[config.mk]
export PLATFORM = sky130hd
export DESIGN_NAME = obstacle_field
export DESIGN_NICKNAME = d
export VERILOG_FILES = /design/src/rtl/obstacle_field.sv
export SDC_FILE = /design/constraint.sdc
export NUM_CORES = 1
export LEC_CHECK = 0
export ABC_AREA = 1
export BUFFER_PORTS_ARGS = -buffer_cell sky130_fd_sc_hd__buf_4
export CORE_MARGIN = 2
export CORE_UTILIZATION = 50
export DETAILED_ROUTE_END_ITERATION = 12
export GPL_TIMING_DRIVEN = 0
export PLACE_DENSITY_LB_ADDON = 0.15
export SYNTH_ARGS = -nofsm -noshare
export SYNTH_HDL_FRONTEND = slang
export SYNTH_SLANG_ARGS = --single-unit
[constraint.sdc]
create_clock -name clk -period 6.2 [get_ports clk]
set_input_delay 0.62 -clock clk [delete_from_list [all_inputs] [get_ports clk]]
set_output_delay 0.62 -clock clk [all_outputs]
set_load 0.1 [all_outputs]
[src/rtl/obstacle_field.sv]
// Scrolling pipe-obstacle field: N_OBS obstacles, LFSR gap heights, pixel hit, pass pulse and score.
// Define OBSTACLE_FIELD_ACCEL_EN to shorten the move period by 4096 clocks per pass.
module obstacle_field #(
  parameter int          N_OBS     = 3,
  parameter int          OBS_W     = 29,
  parameter int          GAP_H     = 120,
  parameter int          SCREEN_H  = 480,
  parameter int          SPAWN_X   = 670,
  parameter int          SPACING   = 230,
  parameter int          TIME_MAX  = 4000000,
  parameter int          H_MIN     = 50,
  parameter int          H_MAX     = 230,
  parameter int          PLAYER_X  = 100,
  parameter logic [15:0] LFSR_SEED = 16'hACE1
) (
  input  logic                 clk,
  input  logic                 reset,
  input  logic                 run,
  input  logic                 video_on,
  input  logic [9:0]           x,
  input  logic [9:0]           y,
  input  logic [25:0]          speed_offset,
  input  logic [9:0]           seed_in,
  output logic                 obstacle_on,
  output logic [10*N_OBS-1:0]  obs_x,
  output logic [10*N_OBS-1:0]  gap_top,
  output logic                 pass_pulse,
  output logic [9:0]           score
);

  localparam int          RESPAWN_X = N_OBS * SPACING;
  localparam int          H_RANGE   = H_MAX - H_MIN + 1;
  localparam int          H_MID     = (H_MIN + H_MAX) / 2;
  localparam logic [27:0] TM        = 28'(TIME_MAX);

  if (RESPAWN_X > 1023) begin : g_respawn_range
    $error("obstacle_field: N_OBS*SPACING exceeds the 10-bit column range");
  end

  function automatic logic [9:0] rotl_low10(input logic [15:0] v, input int s);
    logic [9:0] r;
    r = '0;
    for (int k = 0; k < 10; k++) r[k] = v[(k - s + 16) % 16];
    return r;
  endfunction

  logic [15:0]      lfsr;
  logic [25:0]      timer;
  logic [25:0]      thr;
  logic [27:0]      sub;
  logic             tick;
  logic             pass_hit;
  logic [N_OBS-1:0] hit;
  logic [N_OBS-1:0] at_player;

`ifdef OBSTACLE_FIELD_ACCEL_EN
  localparam logic [26:0] ACC_MAX = 27'(TIME_MAX / 2);
  logic [25:0] accel;
  logic [26:0] accel_sum;

  assign accel_sum = {1'b0, accel} + 27'd4096;
  assign sub       = {2'b0, speed_offset} + {2'b0, accel};

  always_ff @(posedge clk) begin
    if (reset)
      accel <= '0;
    else if (pass_pulse)
      accel <= (accel_sum >= ACC_MAX) ? ACC_MAX[25:0] : accel_sum[25:0];
  end
`else
  assign sub = {2'b0, speed_offset};
`endif

  // Period floor of 1 keeps the timer from stalling when the offset overshoots.
  assign thr      = (sub >= TM) ? 26'd1 : 26'(TM - sub);
  assign tick     = run && (timer >= thr);
  assign pass_hit = tick && (|at_player);

  for (genvar i = 0; i < N_OBS; i++) begin : g_obs
    logic [9:0]        obs_q;
    logic [9:0]        gap_q;
    logic [9:0]        mix;
    logic [9:0]        gap_new;
    logic signed [10:0] left;
    logic              col_in;
    logic              upper;
    logic              lower;

    // Each obstacle sees a different rotation so simultaneous respawns differ.
    assign mix     = rotl_low10(lfsr, i % 16) ^ seed_in;
    assign gap_new = 10'(H_MIN) + (mix % 10'(H_RANGE));

    assign left   = $signed({1'b0, obs_q}) - $signed(11'(OBS_W - 1));
    assign col_in = ($signed({1'b0, x}) >= left) && (x <= obs_q);
    assign upper  = y < gap_q;
    assign lower  = ({1'b0, y} >= ({1'b0, gap_q} + 11'(GAP_H))) && (y <= 10'(SCREEN_H - 1));

    assign hit[i]       = col_in && (upper || lower);
    assign at_player[i] = obs_q == 10'(PLAYER_X);

    assign obs_x[10*i +: 10]   = obs_q;
    assign gap_top[10*i +: 10] = gap_q;

    always_ff @(posedge clk) begin
      if (reset) begin
        obs_q <= 10'(SPAWN_X + i * SPACING);
        gap_q <= 10'(H_MID);
      end else if (tick) begin
        if (obs_q == 10'd0) begin
          obs_q <= 10'(RESPAWN_X);
          gap_q <= gap_new;
        end else begin
          obs_q <= obs_q - 10'd1;
        end
      end
    end
  end

  always_ff @(posedge clk) begin
    if (reset) begin
      lfsr        <= LFSR_SEED;
      timer       <= '0;
      obstacle_on <= 1'b0;
      pass_pulse  <= 1'b0;
      score       <= '0;
    end else begin
      if (lfsr == 16'd0)
        lfsr <= LFSR_SEED;
      else
        lfsr <= {lfsr[14:0], lfsr[15] ^ lfsr[13] ^ lfsr[12] ^ lfsr[10]};

      if (tick)
        timer <= '0;
      else if (run)
        timer <= timer + 26'd1;

      obstacle_on <= video_on && (|hit);
      pass_pulse  <= pass_hit;
      if (pass_hit && (score != 10'd999))
        score <= score + 10'd1;
    end
  end

endmodule

# --- Yosys cells after proc, flatten, opt, wreduce, memory -nomap -nowiden ---
# Index checks and enable logic that the tools add are counted.
totals:
  word_cells: 85
  input_bits: 60
  regBits: 114
classes:
  bitwise_logic: 6
  order_cmp: 15
  muxes: 4
  add_sub_neg: 15
  div_mod_pow: 3
  eq_ne: 4
  reduce_logical: 27
op_table:
  columns: ["cell", "count"]
  rows:
  - ["$add 10x7->11 const B", 3]
  - ["$ge 10x11->1", 3]
  - ["$ge 11x11->1", 3]
  - ["$sub 10x5->11 const B", 3]
  - ["$add 6x10->10 const A", 3]
  - ["$eq 10x7->1 const B", 3]
  - ["$le 10x10->1", 3]
  - ["$logic_not 10->1", 3]
  - ["$lt 10x10->1", 3]
  - ["$mod 10x8->10 const B", 3]
  - ["$mux 10", 3]
  - ["$sub 10x1->10 const B", 3]
  - ["$xor 10x10->10", 3]
  - ["$add 26x1->26 const B", 1]
  - ["$ge 26x22->1 const B", 1]
  - ["$ge 26x26->1", 1]
  - ["$mux 26", 1]
  - ["$sub 22x26->26 const A", 1]
  - ["$logic_not 16->1", 1]
  - ["$logic_and 1x1->1", 13]
  - ["$add 10x1->10 const B", 1]
  - ["$le 10x9->1 const B", 1]
  - ["$ne 10x10->1 const B", 1]
  - ["$reduce_and 2->1", 3]
  - ["other kinds (4)", 10]

# --- Depth between registers and ports, before layout ---
logic_depth:
  ltp_word: 7
  ltp_mapped: 39
  depth_no_buf: 37

# --- Least setup slack after synthesis ---
# No wires, ideal clock.
synth_path:
  kind: "input to register"
  startpoint: "input speed_offset[0]"
  endpoint: "register score[8]"
  path_buffers: 1
  setup_ps: 58
  t_required_ps: 6142
  stages: 35
  setup_slack_ps: 1022
  arrival_ps: 5120
  path_cell_list: "inv_1 -> ha_1 -> nand2_1 -> nor2_1 -> inv_1 -> nor2_1 -> inv_1 -> nor3_1 -> inv_1 -> nor4_1 -> nor2_1 -> inv_1 -> a31oi_1 -> a41oi_1 -> clkbuf_1 -> nand2_1 -> ha_1 -> inv_1 -> nor2_1 -> nor2_1 -> o21a_1 -> o21ai_0 -> nand2_1 -> nand2_1 -> a21boi_0 -> o311ai_0 -> nand2_1 -> inv_1 -> nand2_1 -> a31oi_1 -> nand3_1 -> nor3_1 -> nand2_1 -> a21oi_1 -> o21a_1"
synth_via:
  elab_chain_len: 6
synth_rtl:
  columns: ["element", "line", "source"]
  rows:
  - ["from (decl)", "22", "input logic [25:0] speed_offset,"]
  - ["$sub 22x26->26 or $ge 26x22->1 (tied branches)", "75", "assign thr = (sub >= TM) ? 26'd1 : 26'(TM - sub);"]
  - ["$mux 26 *", "75", null]
  - ["$ge 26x26->1 *", "76", "assign tick = run && (timer >= thr);"]
  - ["$logic_and 1x1->1 *", "76", null]
  - ["$logic_and 1x1->1 *", "77", "assign pass_hit = tick && (|at_player);"]
  - ["$logic_and 1x1->1 *", "139", "if (pass_hit && (score != 10'd999))"]
  - ["to (signal assigned)", "140", "score <= score + 10'd1;"]
  - ["to (decl)", "28", "output logic [9:0] score"]
# Every way passes the cells marked *; elsewhere a longest branch is shown, timed or not.
# A chain may end at the register's enable or synchronous reset.

# --- Worst setup path in the final report ---
layout_path:
  startpoint: "input speed_offset[0]"
  endpoint: "register g_obs[2].gap_q[0]"
layout_via:
  elab_chain_len: 5
layout_rtl:
  columns: ["element", "line", "source"]
  rows:
  - ["$sub 22x26->26 or $ge 26x22->1 (tied branches)", "75", null]
  - ["$mux 26 *", "75", null]
  - ["$ge 26x26->1 *", "76", null]
  - ["$logic_and 1x1->1 *", "76", null]
  - ["$reduce_and 2->1 (no source line) *", null, null]
  - ["to (signal assigned)", "107", "gap_q <= 10'(H_MID);"]
  - ["to (signal assigned)", "111", "gap_q <= gap_new;"]
  - ["to (decl)", "81", "logic [9:0] gap_q;"]
# Marked as above.

==> flow_summary.yaml <==
global_route:
  grt_max_degree: 17
  antenna_found_initial: 0
  overflow: 0
  grt_pass1_wl_mm: 57.2
  grt_pass1_vias: 12160
  track_usage_pct: 25.8
run_status:
  status: "completed"
synthesis:
  ys_seq_area_share_pct: 17.7
  dominantRegCellSynth: "dfxtp_1"
  synth_area_sq_um: 12900
  ys_ff_latch: 114
  synth_compound_area_share_pct: 13.1
  synth_enable_flop_cells: 0
  synth_fa_ha_area_share_pct: 16.2
  ys_types: 57
  ys_top_cells_by_area: "dfxtp_1 18%, ha_1 16%, nand2_1 14%, inv_1 8.1%, nor2_1 5.2%"
  netlist_instances: 2009
  yosysTopAreaCell: "dfxtp_1"
  synth_xor_area_share_pct: 7.55
  muxShareOfSynthArea_pct: 0
  synth_area_per_cell_sq_um: 6.42
  synth-async-reset-ratio_pct: 0
  synth-simple-area-share_pct: 34.9
  yosysWarnings: 0
  synth_top_family_by_area: "simple AND/OR/NAND/NOR gates"
  synth_top_area_share_pct: 17.7
sta:
  fin_worst_skew_ns: 0.0118
  relSlewSlack_pct: 40.9
  whs_ns: 0.412
  fmax_ghz: 0.177
  period_minus_slack_ns: 5.64
  finalSetupViolCount: 0
  grt_setup_unrepaired: "false"
  post-route-period-util_pct: 90.9
  slew_violations: 0
  tightestPinTransition_ns: 0.887
  hold_violations: 0
layout:
  area_growth_syn_to_layout_pct: 15.5
  drive_above_1_share_pct: 14.5
  final_common_cell: "nand2_1"
  finalNetCount: 2386
  final_cell_mix: "477 x nand2_1, 280 x inv_1, 179 x nor2_1"
  diodes: 0
  utilization_pct: 59.0
clock_network:
  clock_latency_ns: 0.42
  htree_levels: 4
  cts_tree: "yes"
  holdBufCountCts: 0
  clock_sinks: 114
  path_clk_slew_ns: 0.06
  clock_tree.buffer_depth: 2
  root_buffer: "clkbuf_16"
  cts_buffers: 17
die:
  die_area_sq_um: 27100
  die_width_um: 165
  start_util_pct: 51.1
  rows: 58
  ios: 132
  design.core.area_sq_um: 25300
  die_y_um: 165
critical_path:
  startpoint_type: "input port"
  cp-end-kind: "flop"
  reg2reg_depth: 32
  path_max_fanout: 10
  cp_slowest_cell: "nor4_1"
  worst_ep_required_time_ns: 6.57
  crit_type: "input port to flop"
  slowest_delay_ns: 0.43
  worstPathArrival_ns: 6.01
  crit_top_cell: "inv_1"
hold_path:
  holdPathStages: 3
  hold_path.class: "input port to flop"
route:
  postRouteAntennaNets: 0
  route.detailed.drc: 0
  vias: 13111
  drt-initial-drc-count: 743
  wire_per_inst_um: 13.9
  postRouteWirelength_mm: 34.7
  firstDrtPassIters: 5
  viasPerCell: 5.24
run:
  cap_violations: 0
placement:
  hpwl_mm: 28.1
  gp_congestion: 0.922
  portBuffers: 127
power:
  p_leak_nw: 7.38
  max-vdd-ir-drop_uv: 212
  p_per_area_nw_per_um2: 231
final cells by class:
type / count / area [sq um]
Clock inverter: 15 / 161
Tap cell: 330 / 413
Clock buffer: 17 / 425
Buffer: 31 / 184
Fill cell: 2465 / 10400
Inverter: 312 / 1170
Sequential cell: 114 / 2280
Multi-Input combinational cell: 1555 / 9300
Timing Repair Buffer: 128 / 961
routing by layer:
layer	track usage [%]	part of all wire, %
met1	33.9	47
met2	44.5	46
met3	3.06	4.6
met4	7.47	2.3
met5	0	0
critical path: cells and delay by family:
family	cells	cell delay (ns)
fa+ha+maj	2	0.46
compound gates	8	1.37
buf+inv	9	1.27
simple gates	14	2.28
worst paths after layout:
path / start / end / slack (ns)
worst max-delay path: speed_offset[0] / g_obs[2].gap_q[0]$_SDFFE_PP0P_ / 0.56
worst min register to register: lfsr[11]$_SDFF_PP1_ / lfsr[12]$_SDFF_PP0_ / 0.44
worst max register to register: lfsr[1]$_SDFF_PP0_ / g_obs[2].gap_q[7]$_SDFFE_PP1P_ / 1.64
worst min-delay path: video_on / obstacle_on$_SDFF_PP0_ / 0.41
repair_timing:
action / in CTS / in global routing
cloned: 0 / 0
pin swaps: 0 / 1
resized for setup: 3 / 8
setup buffers: 0 / 1
setup endpoints to repair: 9 / 79
synthesized netlist by cell type (29+ instances only):
master	n
nand2_1	477
inv_1	280
nor2_1	180
ha_1	167
nand3_1	132
a21oi_1	119
dfxtp_1	114
xor2_1	71
o21ai_0	68
nand4_1	39
nor3_1	35
nand2_2	34
inv_2	31
xnor2_1	29
flip-flops by register name, summed over array words and instances (netlist names):
register,count
lfsr,16
pass_pulse,1
obstacle_on,1
g_obs.obs_q,30
timer,26
g_obs.gap_q,30
score,10
power breakdown:
part	leakage [nW]	total [mW]	switching [mW]	internal, mW
registers	0.924	0.750	0.00841	0.742
logic	6.17	1.69	1.11	0.581
clock network	0.282	1.00	0.430	0.572
total	7.38	3.45	1.55	1.90
logic make-up (layout without fill, tap and decap cells):
kind of cell	Yosys count	count (layout)
buffers and inverters	343	503
other	1	4
AND/OR/NAND/NOR	986	986
flip-flops	114	114
adder cells (fa/ha/maj)	167	167
AO/OA/AOI/OAI	292	292
XOR/XNOR	106	106
per-stage QoR:
| stage | setup WS (ns) | power [mW] | TNS [ns] | instances | instance area [sq um] |
|---|---|---|---|---|---|
| after floorplan | 1.02 | 2.11 | 0 | 2012 | 12900 |
| after global placement | -0.603 | 2.41 | -11.89 | 2469 | 14300 |
| after detailed placement | -0.705 | 2.44 | -17.64 | 2469 | 14300 |
| after CTS | 0.00971 | 3.45 | 0 | 2501 | 14900 |
| after global routing | 0.0418 | 3.75 | 0 | 2502 | 14900 |
| final | 0.562 | 3.45 | 0 | 2502 | 14900 |
Power figures use the tool's default switching activity.
